--- config.mk ---
export PLATFORM = sky130hd
export DESIGN_NAME = hazard_ctrl_flat
export DESIGN_NICKNAME = d
export VERILOG_FILES = /design/src/rtl/hazard_ctrl_if.sv /design/src/rtl/hazard_ctrl.sv /design/src/flat_wrapper.sv
export SDC_FILE = /design/constraint.sdc
export NUM_CORES = 1
export LEC_CHECK = 0
export CORE_AREA = 3 3 40 42
export DETAILED_ROUTE_END_ITERATION = 10
export DIE_AREA = 0 0 43 45
export SYNTH_ARGS = -nofsm -noshare
export SYNTH_HDL_FRONTEND = slang
export SYNTH_SLANG_ARGS = --single-unit
--- constraint.sdc ---
create_clock -name clk -period 1.5 [get_ports clk]
set_input_delay 0.3 -clock clk [delete_from_list [all_inputs] [get_ports clk]]
set_output_delay 0.3 -clock clk [all_outputs]
set_load 0.02 [all_outputs]
--- src/rtl/hazard_ctrl_if.sv ---
// rtl/hazard_ctrl_if.sv - hazard controller bundle between ID-stage signals and pipeline register controls
// master: pipeline side driving hazard sources; slave: the hazard controller.
interface hazard_ctrl_if #(
  parameter int REG_W = 5
);
  logic [REG_W-1:0] id_rs;
  logic [REG_W-1:0] id_rt;
  logic             id_uses_rt;
  logic             ex_mem_read;
  logic [REG_W-1:0] ex_rt;
  logic             redirect;
  logic             mem_busy;
  logic             pc_write;
  logic             if_id_write;
  logic             if_id_flush;
  logic             id_ex_flush;
  logic             pipe_hold;

  modport master (
    output id_rs, id_rt, id_uses_rt, ex_mem_read, ex_rt, redirect, mem_busy,
    input  pc_write, if_id_write, if_id_flush, id_ex_flush, pipe_hold
  );

  modport slave (
    input  id_rs, id_rt, id_uses_rt, ex_mem_read, ex_rt, redirect, mem_busy,
    output pc_write, if_id_write, if_id_flush, id_ex_flush, pipe_hold
  );
endinterface

--- src/rtl/hazard_ctrl.sv ---
// rtl/hazard_ctrl.sv - load-use / redirect / memory-wait hazard controller for the IF/ID/EX pipeline
// Optional HAZARD_STATS_EN adds stall_cycles and flush_cycles counters.
module hazard_ctrl #(
  parameter int BRANCH_PENALTY = 1,
  parameter int REG_W          = 5
) (
  input  logic                clk,
  input  logic                rst,
`ifdef HAZARD_STATS_EN
  output logic [31:0]         stall_cycles,
  output logic [31:0]         flush_cycles,
`endif
  hazard_ctrl_if.slave        hz
);

  typedef enum logic [1:0] {
    RUN   = 2'b00,
    FLUSH = 2'b01
  } state_t;

  // Remaining FLUSH-state cycles after the redirect cycle itself, minus one.
  localparam logic [1:0] RELOAD = (BRANCH_PENALTY > 1) ? 2'(BRANCH_PENALTY - 2) : 2'd0;
  localparam bit MULTI_FLUSH = (BRANCH_PENALTY > 1);

  state_t           state, state_nxt;
  logic [1:0]       cnt, cnt_nxt;
  logic [REG_W-1:0] rs, rt, lrt;
  logic             load_use;

  assign rs  = hz.id_rs;
  assign rt  = hz.id_rt;
  assign lrt = hz.ex_rt;

  assign load_use = hz.ex_mem_read && (lrt != '0) &&
                    ((lrt == rs) || (hz.id_uses_rt && (lrt == rt)));

  always_ff @(posedge clk) begin
    if (rst) begin
      state <= RUN;
      cnt   <= 2'd0;
    end else begin
      state <= state_nxt;
      cnt   <= cnt_nxt;
    end
  end

  always_comb begin
    state_nxt      = state;
    cnt_nxt        = cnt;
    hz.pc_write    = 1'b1;
    hz.if_id_write = 1'b1;
    hz.if_id_flush = 1'b0;
    hz.id_ex_flush = 1'b0;
    hz.pipe_hold   = 1'b0;

    if (rst) begin
      state_nxt = RUN;
      cnt_nxt   = 2'd0;
    end else if (hz.mem_busy) begin
      // Frozen pipeline keeps its inputs, so redirect/load_use get re-seen later.
      hz.pc_write    = 1'b0;
      hz.if_id_write = 1'b0;
      hz.pipe_hold   = 1'b1;
    end else if (hz.redirect && (state == RUN || state == FLUSH)) begin
      hz.if_id_flush = 1'b1;
      if (MULTI_FLUSH) begin
        state_nxt = FLUSH;
        cnt_nxt   = RELOAD;
      end else begin
        state_nxt = RUN;
      end
    end else begin
      unique case (state)
        RUN: begin
          if (load_use) begin
            hz.pc_write    = 1'b0;
            hz.if_id_write = 1'b0;
            hz.id_ex_flush = 1'b1;
          end
        end
        FLUSH: begin
          hz.if_id_flush = 1'b1;
          if (cnt == 2'd0) state_nxt = RUN;
          else             cnt_nxt   = cnt - 2'd1;
        end
        default: begin
          state_nxt = RUN;
          cnt_nxt   = 2'd0;
        end
      endcase
    end
  end

`ifdef HAZARD_STATS_EN
  always_ff @(posedge clk) begin
    if (rst) begin
      stall_cycles <= 32'd0;
      flush_cycles <= 32'd0;
    end else begin
      if (!hz.pc_write)   stall_cycles <= stall_cycles + 32'd1;
      if (hz.if_id_flush) flush_cycles <= flush_cycles + 32'd1;
    end
  end
`endif

  // IF/ID only honours flush while writing, so a lone flush would be silently lost.
  a_flush_needs_write: assert property (@(posedge clk) disable iff (rst)
    !(hz.if_id_flush && !hz.if_id_write));

endmodule

--- src/flat_wrapper.sv ---
// flat-port wrapper written by rule: the top's interface ports become plain ports
module hazard_ctrl_flat 
#(
  parameter int BRANCH_PENALTY = 1,
  parameter int REG_W          = 5
)
  (clk, rst, hz_id_rs, hz_id_rt, hz_id_uses_rt, hz_ex_mem_read, hz_ex_rt, hz_redirect, hz_mem_busy, hz_pc_write, hz_if_id_write, hz_if_id_flush, hz_id_ex_flush, hz_pipe_hold);
  hazard_ctrl_if #(.REG_W(REG_W)) hz_i ();
  input  logic clk;
  input  logic rst;
  input wire logic [$bits(hz_i.id_rs)-1:0] hz_id_rs;
  input wire logic [$bits(hz_i.id_rt)-1:0] hz_id_rt;
  input wire logic [$bits(hz_i.id_uses_rt)-1:0] hz_id_uses_rt;
  input wire logic [$bits(hz_i.ex_mem_read)-1:0] hz_ex_mem_read;
  input wire logic [$bits(hz_i.ex_rt)-1:0] hz_ex_rt;
  input wire logic [$bits(hz_i.redirect)-1:0] hz_redirect;
  input wire logic [$bits(hz_i.mem_busy)-1:0] hz_mem_busy;
  output wire logic [$bits(hz_i.pc_write)-1:0] hz_pc_write;
  output wire logic [$bits(hz_i.if_id_write)-1:0] hz_if_id_write;
  output wire logic [$bits(hz_i.if_id_flush)-1:0] hz_if_id_flush;
  output wire logic [$bits(hz_i.id_ex_flush)-1:0] hz_id_ex_flush;
  output wire logic [$bits(hz_i.pipe_hold)-1:0] hz_pipe_hold;
  assign hz_i.id_rs = hz_id_rs;
  assign hz_i.id_rt = hz_id_rt;
  assign hz_i.id_uses_rt = hz_id_uses_rt;
  assign hz_i.ex_mem_read = hz_ex_mem_read;
  assign hz_i.ex_rt = hz_ex_rt;
  assign hz_i.redirect = hz_redirect;
  assign hz_i.mem_busy = hz_mem_busy;
  assign hz_pc_write = hz_i.pc_write;
  assign hz_if_id_write = hz_i.if_id_write;
  assign hz_if_id_flush = hz_i.if_id_flush;
  assign hz_id_ex_flush = hz_i.id_ex_flush;
  assign hz_pipe_hold = hz_i.pipe_hold;
  hazard_ctrl #(.BRANCH_PENALTY(BRANCH_PENALTY), .REG_W(REG_W)) u_core (.clk(clk), .rst(rst), .hz(hz_i));
endmodule
==> results.toml <==
[synth]
syn-instance-count = 24
synthTopCellsByArea = "xor2_1, nor2b_1, nor4_1, o211ai_2, or4_4"
ys_seq_area_frac = 0
syn_area_per_cell_um2 = 7.77
synth_cell_type_count = 14
synth.cell_area_um2 = 186
yosysWarnings = 0
yosysTopAreaCellShare = 0.423
synth.net_count = 45
yosysTopAreaCell = "xor2_1"

[sta]
hold_violations = 0
setup_viol = 3
hold_ws_ns = 1.05
period_share = 1.17
relSlewSlack = 0.816
rsz0062_at_grt = "true"
worst_pin_slew_ns = 0.276
fin_crit_ns = 1.75
fin_ws_ns = -0.250
max_freq_mhz = 572
slew_violations = 0

[grt]
grt_pass1_wl_um = 938
grt_antenna_before_repair = 0
grt_pass1_vias = 244
grt_max_degree = 5
track_usage = 0.0597
overflow = 0

[power]
power_uw = 128
power_frac_seq = 0
ir_worst_vdd_v = 0.0000847
p_sw_frac = 0.412
powerDensity_mw_per_mm2 = 255
leakage_uw = 0.000231
intPower_uw = 75.1
power_switching_uw = 52.6
comb_power_share = 1.000
clkPwrFrac = 0

[drt]
first_pass_iters = 1
viasPerCell = 4.09
num_vias = 282
wl_per_cell_um = 9.12
first_iter_violations = 0
wl_um = 629
drc = 0
ant_nets = 0

[place]
placedCellCount = 69
place_ws_ns = -1.19
dp_hpwl_um = 564
gp_congestion = 0.696
numPortBuffers = 25

[clock_network]
post_cts_buffers = 0
cts_hold_repair.buffers = 0

[die]
num_rows = 13
initial_core_util = 0.145
die_h_um = 45
die_area_mm2 = 0.00194
coreArea_mm2 = 0.00128
ios = 26
die_x_um = 43

[layout]
final_net_count = 77
layout_common_cells = "xor2_1, dlygate4sd2_1, buf_2"
mostFrequentLayoutCell = "xor2_1"
areaGrowthSynthToFinish_pct = 168
clock_buffers = 0
final_layout_size_suffix_gt1_frac = 0.519
finalNonFillerCells = 69
diodes = 0
design.seq.count = 0
seq_area_um2 = 0
final_util = 0.389

[critical_path]
crit_fanout = 3
endpoint_kind = "primary output"
worst-endpoint-required_ns = 1.20
critPathKind = "in -> out"
cp.arrival_ns = 1.45
start_kind = "input pin"

[run]
maxCapViolations = 0

[run_status]
status = "complete, but fails checks"
violations = "negative setup slack"

[min_path]
hold_class = "in -> out"
worstHoldPathCells = 3
whs_endpoint = "hz_id_ex_flush"
hold_start = "rst"
## area by class of cell
type                       instances  area [um2]
fill                             145         785
inverter                           1        3.75
multi-input combinational         22         230
tap                               15        18.8
timing repair buffer              31         248
## critical path, cell delays in order
cell and delay (ns):
buf_6 0.10, or4_4 0.53, o211ai_2 0.20, a2bb2oi_4 0.19, buf_6 0.13
## timing repair
item | in CTS | in global routing
gates cloned | 0 | 0
gates resized for setup | 71 | 3
endpoints found under the setup margin | 5 | 4
pin swaps | 16 | 2
## power groups by stage
stage | logic, uW | clock network [uW] | registers [uW]
final | 128 | 0 | 0
after global placement | 134 | 0 | 0
after detailed placement | 135 | 0 | 0
after CTS | 127 | 0 | 0
after floorplan | 48.1 | 0 | 0
after global routing | 138 | 0 | 0
## through the flow
stage          area (um2)  setup TNS [ns]
2_1_floorplan         214          -0.419
3_3_place_gp          517           -4.36
3_5_place_dp          517           -4.31
4_1_cts               490          -0.826
5_1_grt               500          -0.903
6_report              500          -0.722
## cell families after synthesis
group           share of synthesized area
xor+xnor                            0.470
buf+inv                            0.0604
compound gates                      0.188
simple gates                        0.282
## per-layer routing
metal  share of wire  up-vias  wire length (um)  global-route usage
met5               0        -                 0                   0
met3            0.13        0                81             0.00797
met1            0.39      120               244              0.0833
li1                -      147                 -                   -
met4               0        0                 0                   0
met2            0.48       15               304               0.105
## synth_stat cells, drive strengths merged
| cell type | instances |
|---|---|
| o211ai | 1 |
| or4 | 1 |
| nor3b | 1 |
| buf | 1 |
| a32oi | 1 |
| xor2 | 9 |
| o21ai | 1 |
| nor2 | 1 |
| xnor2 | 1 |
| a2bb2oi | 1 |
| nor2b | 2 |
| inv | 1 |
| nor4 | 2 |
| nor3 | 1 |
## how the worst max path moves through the flow
stage,slack (ns),start,end,depth (start not counted)
6_report,-0.25,hz_ex_rt[2],hz_pc_write,5
5_1_grt,-0.32,hz_ex_rt[1],hz_id_ex_flush,6
4_1_cts,-0.28,hz_ex_rt[2],hz_pc_write,5
3_5_place_dp,-1.19,hz_ex_rt[3],hz_id_ex_flush,6
3_3_place_gp,-1.21,hz_ex_rt[3],hz_id_ex_flush,6
2_1_floorplan,-0.19,hz_ex_rt[0],hz_pc_write,4
Note: power is estimated with default switching activity, not from simulation.
